## src/rtl/nn_pkg.sv

```systemverilog
// Shared constants and FSM state encoding for the classifier output stage.
package nn_pkg;

    localparam int unsigned DATA_WIDTH  = 16;
    localparam int unsigned NUM_CLASSES = 10;
    localparam int unsigned IDX_WIDTH   = 4;

    typedef enum logic [1:0] {
        ST_IDLE = 2'd0,
        ST_SCAN = 2'd1,
        ST_DONE = 2'd2
    } state_t;

endpackage

```

## src/rtl/argmax_select.sv

```systemverilog
// Sequential argmax over one captured score vector: one compare per clock,
// result held until the consumer accepts it.
module argmax_select #(
    parameter int unsigned DATA_WIDTH  = nn_pkg::DATA_WIDTH,
    parameter int unsigned NUM_CLASSES = nn_pkg::NUM_CLASSES,
    parameter int unsigned IDX_WIDTH   = nn_pkg::IDX_WIDTH
) (
    input  logic                              clk,
    input  logic                              rst,
    input  logic [NUM_CLASSES*DATA_WIDTH-1:0] in_data,
    input  logic [NUM_CLASSES-1:0]            in_valid,
    output logic [IDX_WIDTH-1:0]              result_idx,
    output logic [DATA_WIDTH-1:0]             result_max,
    output logic                              result_valid,
    input  logic                              result_ready,
    output logic                              busy,
    output logic                              overrun
);

    import nn_pkg::state_t;
    import nn_pkg::ST_IDLE;
    import nn_pkg::ST_SCAN;
    import nn_pkg::ST_DONE;

    state_t                  state;
    state_t                  state_next;
    logic                    v_prev;
    logic [IDX_WIDTH-1:0]    cnt;
    logic [DATA_WIDTH-1:0]   vec [NUM_CLASSES];
    logic [DATA_WIDTH-1:0]   best_val;
    logic [IDX_WIDTH-1:0]    best_idx;

    logic                    rise;
    logic                    last;
    logic                    take;
    logic [DATA_WIDTH-1:0]   cur_score;
    logic [DATA_WIDTH-1:0]   scan_val;
    logic [IDX_WIDTH-1:0]    scan_idx;

    // Only neuron 0 carries the vector-valid strobe; the rest are don't-care.
    logic unused_valid_bits;
    assign unused_valid_bits = ^in_valid[NUM_CLASSES-1:1];

    assign busy = (state != ST_IDLE);

    // Compare step and next-state decode.
    always_comb begin
        rise       = in_valid[0] & ~v_prev;
        cur_score  = vec[cnt];
        take       = (cur_score > best_val);
        scan_val   = take ? cur_score : best_val;
        scan_idx   = take ? cnt : best_idx;
        last       = (cnt == IDX_WIDTH'(NUM_CLASSES - 1));
        state_next = state;
        case (state)
            ST_IDLE: if (rise)         state_next = ST_SCAN;
            ST_SCAN: if (last)         state_next = ST_DONE;
            ST_DONE: if (result_ready) state_next = ST_IDLE;
            default:                   state_next = ST_IDLE;
        endcase
    end

    always_ff @(posedge clk) begin
        if (rst) begin
            state        <= ST_IDLE;
            v_prev       <= 1'b0;
            cnt          <= '0;
            best_val     <= '0;
            best_idx     <= '0;
            result_valid <= 1'b0;
            result_idx   <= '0;
            result_max   <= '0;
            overrun      <= 1'b0;
        end else begin
            state   <= state_next;
            v_prev  <= in_valid[0];
            // Any new vector outside IDLE (including the accepting edge) is dropped.
            overrun <= rise && (state != ST_IDLE);
            case (state)
                ST_IDLE: begin
                    if (rise) begin
                        for (int unsigned i = 0; i < NUM_CLASSES; i++) begin
                            vec[i] <= in_data[i*DATA_WIDTH +: DATA_WIDTH];
                        end
                        best_val <= in_data[DATA_WIDTH-1:0];
                        best_idx <= '0;
                        cnt      <= IDX_WIDTH'(1);
                    end
                end
                ST_SCAN: begin
                    best_val <= scan_val;
                    best_idx <= scan_idx;
                    cnt      <= cnt + IDX_WIDTH'(1);
                    if (last) begin
                        result_valid <= 1'b1;
                        result_idx   <= scan_idx;
                        result_max   <= scan_val;
                    end
                end
                ST_DONE: begin
                    if (result_ready) result_valid <= 1'b0;
                end
                default: ;
            endcase
        end
    end

endmodule

```

## config.mk

```make
export PLATFORM = sky130hd
export DESIGN_NAME = argmax_select
export DESIGN_NICKNAME = d
export VERILOG_FILES = /design/src/rtl/nn_pkg.sv /design/src/rtl/argmax_select.sv
export SDC_FILE = /design/constraint.sdc
export NUM_CORES = 1
export LEC_CHECK = 0
export ABC_AREA = 1
export BUFFER_PORTS_ARGS = -buffer_cell sky130_fd_sc_hd__clkbuf_2
export CORE_ASPECT_RATIO = 1.4
export CORE_UTILIZATION = 61
export CTS_BUF_LIST = sky130_fd_sc_hd__clkbuf_2
export DETAILED_ROUTE_END_ITERATION = 8
export HOLD_SLACK_MARGIN = 0.12
export PLACE_DENSITY = 0.93
export SETUP_SLACK_MARGIN = 0.05
export SYNTH_ARGS = -nofsm -noshare
export SYNTH_HDL_FRONTEND = slang
export SYNTH_SLANG_ARGS = --single-unit
```

## constraint.sdc

```tcl
create_clock -name clk -period 16.9 [get_ports clk]
set_clock_uncertainty 0.2 [all_clocks]
set_input_delay 2.535 -clock clk [delete_from_list [all_inputs] [get_ports clk]]
set_output_delay 2.535 -clock clk [all_outputs]
set_load 0.02 [all_outputs]
```

; ---- Word-level counts from Yosys, hierarchy flattened
; Memories as Yosys holds them, arrays and structs flattened. A register that Yosys moved wholly into a read port is not among the register bits.
; Index checks and enable logic that the tools add are counted.
[classes]
add_sub_neg = 1
order_cmp = 1
eq_ne = 6
muxes = 21
bitwise_logic = 2
reduce_logical = 9
[ops]
columns = cell, n
row1 = $mux 16, 2
row2 = $pmux 16 s2, 1
row3 = $mux 4, 5
row4 = $gt 16x16->1, 1
row5 = $pmux 4 s2, 2
row6 = $mux 1, 6
row7 = $mux 2, 3
row8 = $ne 2x2->1 const B, 3
row9 = $pmux 2 s3, 1
row10 = $reduce_and 3->1, 2
row11 = $reduce_bool 2->1, 3
row12 = $add 4x1->4 const B, 1
row13 = $eq 4x4->1 const B, 1
row14 = $reduce_and 2->1, 2
row15 = $eq 2x1->1 const B, 1
row16 = $eq 2x2->1 const B, 1
row17 = $logic_not 2->1, 1
row18 = $pmux 1 s2, 1
row19 = $and 1x1->1, 1
row20 = $logic_and 1x1->1, 1
row21 = $not 1->1, 1
[word_totals]
regBits = 49
ramBits = 160
output_inout_bits = 23
wordCells = 50
n_memories = 1
[mem_list]
columns = name, words, word_bits, rd, rd_clocked_by_memory_dff, write_ports, line
row1 = vec, 10, 16, 1, 1, 10, argmax_select.sv:29  ; logic [DATA_WIDTH-1:0] vec [NUM_CLASSES];

; ---- Logic depth before layout (Yosys ltp)
; Gate-level depths: netlist of run 1.
[logic_depth]
word_depth = 6
ltp_mapped = 26
ltp_nobuf = 23

; ---- Worst setup path after synthesis of run 1
; Ideal clock, no wire load.
[synth_timing]
path_kind = input-to-reg
from = input port rst
to = memory vec[0][0], enable pin
arrival_ns = 9.527
path_slack_ns = 6.490
path_stages = 3
n_path_buf = 2
path_cell_list = clkbuf_1 -> clkbuf_1 -> nor2_1
[synth_rtl]
columns = item, line
row1 = from (decl), argmax_select.sv:9  ; input logic rst,
row2 = to (decl), argmax_select.sv:29

; ---- Final worst setup path of run 1
[layout_timing]
from = register state[0]
to = output port busy
[layout_between]
elab_chain_len = 1
[layout_lines]
columns = item, line
row1 = from (decl), argmax_select.sv:25  ; state_t state;
row2 = from (signal assigned), argmax_select.sv:75  ; state <= state_next;
row3 = $reduce_bool 2->1, argmax_select.sv:44  ; assign busy = (state != ST_IDLE);
row4 = to (decl), argmax_select.sv:16  ; output logic busy,
; No other way between the ends.

==> results of run 1 <==
## per-layer routing
metal | routed length, µm | part of all wire (%) | GRT usage, % | vias to the layer above
met2 | 12000 | 51 | 51.2 | 388
li1 | - | - | - | 3772
met5 | 0 | 0 | 0 | -
met1 | 8380 | 36 | 32.9 | 3622
met3 | 1760 | 7.5 | 4.98 | 81
met4 | 1380 | 5.9 | 18.6 | 0
## placed cells by master (no fill, tap or decap), types with 4 or more instances in the layout
| cell type | n |
|---|---|
| sky130_fd_sc_hd__a21oi_1 | 53 |
| sky130_fd_sc_hd__buf_4 | 6 |
| sky130_fd_sc_hd__clkbuf_2 | 248 |
| sky130_fd_sc_hd__clkinv_1 | 17 |
| sky130_fd_sc_hd__clkinv_2 | 4 |
| sky130_fd_sc_hd__dfxtp_1 | 52 |
| sky130_fd_sc_hd__edfxtp_1 | 160 |
| sky130_fd_sc_hd__ha_1 | 18 |
| sky130_fd_sc_hd__inv_1 | 170 |
| sky130_fd_sc_hd__inv_2 | 4 |
| sky130_fd_sc_hd__nand2_1 | 273 |
| sky130_fd_sc_hd__nand3_1 | 133 |
| sky130_fd_sc_hd__nor2_1 | 72 |
| sky130_fd_sc_hd__o21ai_0 | 25 |
| sky130_fd_sc_hd__o21ai_1 | 12 |
| sky130_fd_sc_hd__o21ai_2 | 4 |
## layout make-up
cell class                 instances  area [µm²]  share of cell area [%]
antenna                            2        5.00                  0.0456
clock buffer                      62         310                    2.83
clock inverter                    24        95.1                   0.866
inverter                         172         648                    5.91
multi-input combinational        608        2830                    25.8
sequential                       213        5870                    53.5
tap                              196         245                    2.23
timing repair buffer             192         976                    8.89
## cell families after synthesis
family	count (synthesis)	share of synthesized area, %
AOI/OAI and AO/OA	97	5.28
adders and majority gates	18	2.34
buffers and inverters	224	9.77
DFF	213	60.9
and+or+nand+nor	493	21.7
## worst reg2reg max path, cell delays in order, from the launching register on
cell and delay [ns]:
sky130_fd_sc_hd__dfxtp_1 0.33, sky130_fd_sc_hd__buf_4 0.35, sky130_fd_sc_hd__inv_1 0.61, sky130_fd_sc_hd__nand3_1 0.29
sky130_fd_sc_hd__nand3_1 0.18, sky130_fd_sc_hd__nand3_1 0.15, sky130_fd_sc_hd__nand2_1 0.10, sky130_fd_sc_hd__ha_1 0.32
sky130_fd_sc_hd__a21oi_1 0.19, sky130_fd_sc_hd__o21ai_0 0.10, sky130_fd_sc_hd__a21oi_1 0.23, sky130_fd_sc_hd__nand2_4 0.19
sky130_fd_sc_hd__nand2_4 0.30, sky130_fd_sc_hd__nand2_1 0.13, sky130_fd_sc_hd__o21ai_2 0.08, sky130_fd_sc_hd__nand2_1 0.06
sky130_fd_sc_hd__a21oi_1 0.14
## worst min path at each step
| stage | from | end | cells after the start |
|---|---|---|---|
| detailed placement | best_idx[0]$_SDFFE_PP0P_ | best_idx[0]$_SDFFE_PP0P_ | 2 |
| global route | best_idx[0]$_SDFFE_PP0P_ | best_idx[0]$_SDFFE_PP0P_ | 2 |
| CTS | best_idx[0]$_SDFFE_PP0P_ | best_idx[0]$_SDFFE_PP0P_ | 2 |
| global placement | best_idx[1]$_SDFFE_PP0P_ | best_idx[1]$_SDFFE_PP0P_ | 2 |
| finish | best_idx[0]$_SDFFE_PP0P_ | best_idx[0]$_SDFFE_PP0P_ | 2 |
| floorplan | best_idx[1]$_SDFFE_PP0P_ | best_idx[1]$_SDFFE_PP0P_ | 2 |
## per-stage QoR
| step | util [%] | setup slack, ns |
|---|---|---|
| CTS | 70.9 | 12.21 |
| global placement | 68.3 | 12.43 |
| detailed placement | 68.3 | 12.37 |
| floorplan | - | 6.49 |
| finish | 70.9 | 12.23 |
| global route | 70.9 | 12.11 |
## sequential cells by signal, summed over array words and instances, names as in the netlist, named ones only
register,flops
vec,160
result_valid,1
result_max,16
best_val,16
state,2
overrun,1
best_idx,4
v_prev,1
result_idx,4
cnt,4
## power by group through the flow
stage / Clock [mW] / Combinational (mW) / Sequential, mW
final: 0.297 / 0.222 / 0.610
after CTS: 0.304 / 0.221 / 0.610
after global routing: 0.326 / 0.247 / 0.613
after global placement: 0 / 0.212 / 0.620
after floorplan: 0 / 0.153 / 0.629
after detailed placement: 0 / 0.220 / 0.622
==> impl_metrics.prom, run 1 <==
# TYPE chip_impl_metric gauge
chip_impl_info{name="r2r_end",value="best_idx[2]$_SDFFE_PP0P_"} 1
chip_impl_metric{name="r2r_slack",unit="ns"} 12.87
chip_impl_metric{name="ctsHtreeMaxLevel",unit=""} 2
chip_impl_metric{name="pin_count_of_the_biggest_net_entering_global_routing",unit=""} 87
chip_impl_metric{name="syn-num-nets",unit=""} 1236
chip_impl_metric{name="avgSynthCellArea",unit="µm²"} 9.21
chip_impl_metric{name="area_inside_the_core_boundary",unit="µm²"} 15500
chip_impl_metric{name="share_seq_of_total_power",unit="%"} 54.0
chip_impl_metric{name="cp_num_buf_inv",unit=""} 2
chip_impl_info{name="post-synth-top-area-cell",value="sky130_fd_sc_hd__edfxtp_1"} 1
chip_impl_metric{name="drtAntennaViolNets",unit=""} 0
chip_impl_metric{name="areaGrowthSynthToFinish",unit="%"} 14.0
chip_impl_metric{name="cp_data_arrival_time",unit="ns"} 1.94
chip_impl_metric{name="hold_buffers",unit=""} 0
chip_impl_metric{name="post_cts.repair.setup_buffers",unit=""} 0
chip_impl_info{name="cts_root_buf",value="sky130_fd_sc_hd__clkbuf_2"} 1
chip_impl_metric{name="max_clock_freq",unit="MHz"} 214
chip_impl_metric{name="period_share",unit="%"} 27.7
chip_impl_metric{name="final_cell_area",unit="µm²"} 11000
chip_impl_metric{name="internal-power",unit="mW"} 0.769
chip_impl_metric{name="design.die.area",unit="µm²"} 16300
chip_impl_metric{name="path_clk_slew",unit="ns"} 0.11
chip_impl_metric{name="wire_length_of_the_first_global_routing_pass",unit="µm"} 35600
chip_impl_metric{name="placement.cell_area",unit="µm²"} 10600
chip_impl_metric{name="clock_sinks",unit=""} 213
chip_impl_metric{name="number_of_global_route_vias_before_repair",unit=""} 7402
chip_impl_metric{name="worstSetupPathDepth",unit=""} 3
chip_impl_metric{name="std_cell_rows",unit=""} 54
chip_impl_metric{name="ys_seq_elements",unit=""} 213
chip_impl_info{name="crit_path_cell_trace",value="nor2_1 -> inv_1 -> clkbuf_2"} 1
chip_impl_metric{name="max_slew.worst_pin.slew",unit="ns"} 1.14
chip_impl_metric{name="layout.cells.non_filler",unit=""} 1469
chip_impl_metric{name="io_buffer_count",unit=""} 186
chip_impl_metric{name="synth_enable_flop_cells",unit=""} 160
chip_impl_metric{name="grt_overflow_total",unit=""} 0
chip_impl_info{name="crit_path_top_delay_cell",value="sky130_fd_sc_hd__dfxtp_1"} 1
chip_impl_metric{name="p_clk_share",unit="%"} 26.3
chip_impl_metric{name="setup_total_negative_slack",unit="ns"} 0
chip_impl_metric{name="grt_usage",unit="%"} 29.3
chip_impl_metric{name="worst_r2r_path_depth",unit=""} 16
chip_impl_metric{name="worst_ep_required_time",unit="ns"} 14.16
chip_impl_metric{name="drv_slew",unit=""} 0
chip_impl_metric{name="power_per_cell_area",unit="nW/µm²"} 103
chip_impl_metric{name="switchingPower",unit="mW"} 0.361
chip_impl_info{name="cts_tree",value="yes"} 1
chip_impl_metric{name="yosysSeqAreaShare",unit="%"} 60.9
chip_impl_metric{name="critical-path-max-stage-delay",unit="ns"} 0.79
chip_impl_metric{name="static-leakage-power",unit="nW"} 5.19
chip_impl_metric{name="ys_warn_count",unit=""} 0
chip_impl_metric{name="fill_cells",unit=""} 1136
chip_impl_info{name="critPathKind",value="register to primary output"} 1
chip_impl_metric{name="detailedPlacementHpwl",unit="µm"} 16200
chip_impl_metric{name="number_of_violations_of_the_max_capacitance_limit",unit=""} 0
chip_impl_metric{name="syn-instance-count",unit=""} 1045
chip_impl_metric{name="p_total",unit="mW"} 1.13
chip_impl_metric{name="final_layout_size_suffix_gt1_share",unit="%"} 21.9
chip_impl_info{name="grt_setup_unrepaired",value="no"} 1
chip_impl_info{name="worstHoldPathType",value="register to register"} 1
chip_impl_metric{name="num_vias",unit=""} 7863
chip_impl_info{name="critPathCapture",value="busy"} 1
chip_impl_metric{name="finalCriticalPeriod",unit="ns"} 4.67
chip_impl_metric{name="iteration_0_drc_count_of_the_detailed_router",unit=""} 760
chip_impl_metric{name="rel_slew_slack",unit="%"} 24.1
chip_impl_metric{name="clk_latency",unit="ns"} 0.77
chip_impl_metric{name="1st_pass_router_iterations",unit=""} 7
chip_impl_metric{name="yosys.cell_types.count",unit=""} 32
chip_impl_metric{name="io-pin-count",unit=""} 196
chip_impl_info{name="timing.critical_path.from_type",value="register"} 1
chip_impl_metric{name="die_w",unit="µm"} 108
chip_impl_metric{name="route.detailed.vias_per_inst",unit=""} 5.35
chip_impl_metric{name="setup_viol_count_final",unit=""} 0
chip_impl_metric{name="yosys.area.top_type_share",unit="%"} 49.9
chip_impl_metric{name="antenna_found_initial",unit=""} 2
chip_impl_info{name="worstSetupEndpointType",value="primary output"} 1
chip_impl_metric{name="hold_ws",unit="ns"} 0.270
chip_impl_info{name="netlist_top_cells_area",value="sky130_fd_sc_hd__edfxtp_1 (50%), sky130_fd_sc_hd__dfxtp_1 (11%), sky130_fd_sc_hd__nand2_1 (11%)"} 1
chip_impl_metric{name="power.combinational.fraction",unit="%"} 19.7
chip_impl_metric{name="numCtsBuffers",unit=""} 47
chip_impl_metric{name="report.final.hold_viol_count",unit=""} 0
chip_impl_info{name="crit_path_start",value="state[0]$_SDFFE_PP0P_"} 1
chip_impl_metric{name="finalWirelength",unit="µm"} 23500
chip_impl_metric{name="path_max_fanout",unit=""} 17
chip_impl_metric{name="syn-cell-area",unit="µm²"} 9630
chip_impl_info{name="dominantRegCellSynth",value="sky130_fd_sc_hd__edfxtp_1"} 1
chip_impl_metric{name="height_of_the_die",unit="µm"} 151
chip_impl_metric{name="gp_congestion",unit=""} 0.927
chip_impl_metric{name="floorplan.initialDensity",unit="%"} 62.2
chip_impl_metric{name="p_sw_share",unit="%"} 31.9
chip_impl_metric{name="ys_async_sr_fraction",unit="%"} 0
chip_impl_info{name="timing.critical_path.max_delay_family",value="flip-flops"} 1
chip_impl_info{name="most_instantiated_library_cell_after_synthesis",value="sky130_fd_sc_hd__nand2_1"} 1
chip_impl_info{name="ys_top_cells_by_count",value="sky130_fd_sc_hd__nand2_1 (273), sky130_fd_sc_hd__inv_1 (170), sky130_fd_sc_hd__edfxtp_1 (160)"} 1
chip_impl_metric{name="drt-wirelength-per-cell",unit="µm"} 16.0
chip_impl_metric{name="ir_drop",unit="mV"} 0.0583
chip_impl_metric{name="numPlacedInstances",unit=""} 1381
chip_impl_metric{name="layout.nets",unit=""} 1425
chip_impl_metric{name="drc",unit=""} 0
chip_impl_metric{name="clockBufferDepth",unit=""} 3
chip_impl_info{name="outcome",value="completed"} 1
chip_impl_metric{name="ctsResizeCount",unit=""} 0
Power figures use the tool's default switching activity.
==> run 2, diff against run 1 <==
CORE_UTILIZATION = 57   (was 61)
PLACE_DENSITY = 0.88   (was 0.93)
clock period = 4.4 ns   (was 16.9 ns; I/O delays follow)
==> run 2 against run 1 <==
Against the previous run: the flow now finishes with violations (DRC); first-iteration DRC count rose by 33%; critical path depth rose by 14; non-clock buffer count rose by 172; core utilization rose by 7.8 points; worst setup slack got worse by 11 ns; clock power rose to 4.8 times the previous value; critical endpoint is now result_max[11]$_SDFFE_PP0P_; largest cell class unchanged.
==> impl_metrics.prom, run 2 (synthesized netlist as in run 1, its figures left out) <==
# TYPE chip_impl_metric gauge
chip_impl_metric{name="num_vias",unit=""} 9068
chip_impl_info{name="cts_root_buf",value="sky130_fd_sc_hd__clkbuf_2"} 1
chip_impl_metric{name="max_clock_freq",unit="MHz"} 273
chip_impl_metric{name="wire_length_of_the_first_global_routing_pass",unit="µm"} 46900
chip_impl_metric{name="finish.utilization",unit="%"} 78.7
chip_impl_metric{name="setup_viol_count_final",unit=""} 0
chip_impl_metric{name="grt_overflow_total",unit=""} 0
chip_impl_metric{name="floorplan.initialDensity",unit="%"} 59.0
chip_impl_metric{name="fill_cells",unit=""} 943
chip_impl_metric{name="height_of_the_die",unit="µm"} 156
chip_impl_metric{name="period_share",unit="%"} 83.3
chip_impl_metric{name="number_of_global_route_vias_before_repair",unit=""} 9226
chip_impl_metric{name="largest_reg_flops",unit=""} 160
chip_impl_info{name="critical_path.most_common_cell",value="sky130_fd_sc_hd__nand2_1"} 1
chip_impl_metric{name="numCtsBuffers",unit=""} 49
chip_impl_info{name="layout_common_cells",value="sky130_fd_sc_hd__nand2_1 (273), sky130_fd_sc_hd__clkbuf_2 (248), sky130_fd_sc_hd__inv_1 (170), sky130_fd_sc_hd__dlygate4sd3_1 (162), sky130_fd_sc_hd__edfxtp_1 (160)"} 1
chip_impl_metric{name="path_clk_slew",unit="ns"} 0.16
chip_impl_metric{name="area_inside_the_core_boundary",unit="µm²"} 16300
chip_impl_metric{name="critical-path-max-stage-delay",unit="ns"} 0.44
chip_impl_metric{name="std_cell_rows",unit=""} 55
chip_impl_metric{name="hold_buffers",unit=""} 162
chip_impl_info{name="top_register",value="vec"} 1
chip_impl_metric{name="grt_usage",unit="%"} 35.9
chip_impl_metric{name="finalWirelength",unit="µm"} 31300
chip_impl_info{name="crit_path_cell_trace",value="inv_4 -> buf_12 -> nand2_1 -> nand3_1 -> nand3_1 -> nand3_1 -> nand2_1 -> ha_1 -> nand4_1 -> nor3_4 -> nand2_2 -> nand2_4 -> nand2_4 -> nand2_1 -> nand2_1 -> o21ai_1 -> inv_1"} 1
chip_impl_info{name="violations",value="DRC"} 1
chip_impl_metric{name="clock_sinks",unit=""} 213
chip_impl_metric{name="1st_pass_router_iterations",unit=""} 9
chip_impl_info{name="timing.critical_path.from_type",value="register"} 1
chip_impl_metric{name="path_max_fanout",unit=""} 54
chip_impl_metric{name="route.detailed.vias_per_inst",unit=""} 5.50
chip_impl_metric{name="die_w",unit="µm"} 112
chip_impl_metric{name="max_slew.worst_pin.slew",unit="ns"} 0.733
chip_impl_metric{name="final_layout_size_suffix_gt1_share",unit="%"} 20.4
chip_impl_info{name="critPathKind",value="register to register"} 1
chip_impl_metric{name="number_of_violations_of_the_max_capacitance_limit",unit=""} 0
chip_impl_info{name="worstHoldPathType",value="input pin to register"} 1
chip_impl_metric{name="layout.nets",unit=""} 1599
chip_impl_metric{name="pin_count_of_the_biggest_net_entering_global_routing",unit=""} 81
chip_impl_metric{name="ctsResizeCount",unit=""} 0
chip_impl_metric{name="antenna_found_initial",unit=""} 6
chip_impl_metric{name="io_buffer_count",unit=""} 186
chip_impl_metric{name="finalCriticalPeriod",unit="ns"} 3.66
chip_impl_metric{name="drv_slew",unit=""} 0
chip_impl_info{name="cts_tree",value="yes"} 1
chip_impl_metric{name="areaGrowthSynthToFinish",unit="%"} 33.4
chip_impl_metric{name="clockBufferDepth",unit=""} 3
chip_impl_info{name="outcome",value="finished with violations"} 1
chip_impl_metric{name="rel_slew_slack",unit="%"} 51.0
chip_impl_metric{name="detailedPlacementHpwl",unit="µm"} 16600
chip_impl_info{name="layout_commonest_cell",value="sky130_fd_sc_hd__nand2_1"} 1
chip_impl_metric{name="iteration_0_drc_count_of_the_detailed_router",unit=""} 1012
chip_impl_info{name="crit_path_top_delay_cell",value="sky130_fd_sc_hd__inv_4"} 1
chip_impl_metric{name="drt-wirelength-per-cell",unit="µm"} 19.0
chip_impl_info{name="worstSetupEndpointType",value="register"} 1
chip_impl_metric{name="ctsHtreeMaxLevel",unit=""} 2
chip_impl_metric{name="post_cts.repair.setup_buffers",unit=""} 0
chip_impl_metric{name="drtAntennaViolNets",unit=""} 0
chip_impl_info{name="grt_setup_unrepaired",value="no"} 1
chip_impl_metric{name="report.final.hold_viol_count",unit=""} 0
chip_impl_metric{name="static-leakage-power",unit="nW"} 5.98
chip_impl_metric{name="gp_congestion",unit=""} 0.880
chip_impl_metric{name="ir_drop",unit="mV"} 0.261
chip_impl_info{name="biggestRegsByFlops",value="vec x160, best_val x16, result_max x16"} 1
chip_impl_metric{name="io-pin-count",unit=""} 196
chip_impl_metric{name="clk_latency",unit="ns"} 0.80
chip_impl_metric{name="drc",unit=""} 12
chip_impl_metric{name="worst_ep_required_time",unit="ns"} 4.83
chip_impl_metric{name="cp_data_arrival_time",unit="ns"} 4.10
chip_impl_metric{name="power_per_cell_area",unit="nW/µm²"} 375
chip_impl_metric{name="setup_total_negative_slack",unit="ns"} 0
chip_impl_metric{name="design.die.area",unit="µm²"} 17400
==> run 2: final cells by class <==
cell class                 instances  area, µm²  share of cell area, %
inverter                         172        648                   5.05
antenna                            6       15.0                  0.117
tap                              199        249                   1.94
multi-input combinational        608       2830                   22.0
sequential                       213       5870                   45.7
clock buffer                      62        310                   2.42
timing repair buffer             364       2740                   21.3
clock inverter                    25        185                   1.44
==> run 2: where the power goes <==
group	switching [mW]	internal [mW]	total, mW
sequential	0.0575	2.29	2.35
clock	0.844	0.575	1.42
combinational	0.658	0.386	1.04
total	1.56	3.25	4.81
==> run 2: final timing paths <==
path / slack (ns) / depth (start not counted) / startpoint / endpoint
worst max-delay path: 0.74 / 17 / register / result_max[11]$_SDFFE_PP0P_
worst max register to register: 0.74 / 17 / register / result_max[11]$_SDFFE_PP0P_
worst min register to register: 0.27 / 2 / best_idx[2]$_SDFFE_PP0P_ / best_idx[2]$_SDFFE_PP0P_
worst min-delay path: 0.13 / 2 / rst / vec[1][12]$_DFFE_PP_
==> run 2: worst max-delay path: cells and delay by family (launching register included) <==
family                     cells  cell delay (ns)
buffers and inverters          3             0.73
DFF                            1             0.36
and+or+nand+nor               12             1.63
adders and majority gates      1             0.34
AOI/OAI and AO/OA              1             0.19
==> run 2: routing by layer <==
metal / global-route usage, % / part of all wire [%] / vias to the layer above
li1: - / - / 4124
met1: 36.6 / 33 / 4129
met2: 64.1 / 51 / 636
met3: 6.92 / 8.2 / 179
met4: 28.9 / 7.5 / 0
met5: 0 / 0 / -
==> run 2: per-stage QoR <==
stage                     std cells  total power, mW  setup WS [ns]  instance area (µm²)  hold WS, ns
final                          1649             4.81          0.737                12800        0.131
after global routing           1649             5.00          0.563                12800        0.121
after CTS                      1643             4.70          0.890                12800        0.150
after detailed placement       1394             3.25          0.917                10700        0.257
after global placement         1394             3.22           1.03                10700        0.252
after floorplan                1045             2.99          0.368                 9630        0.244
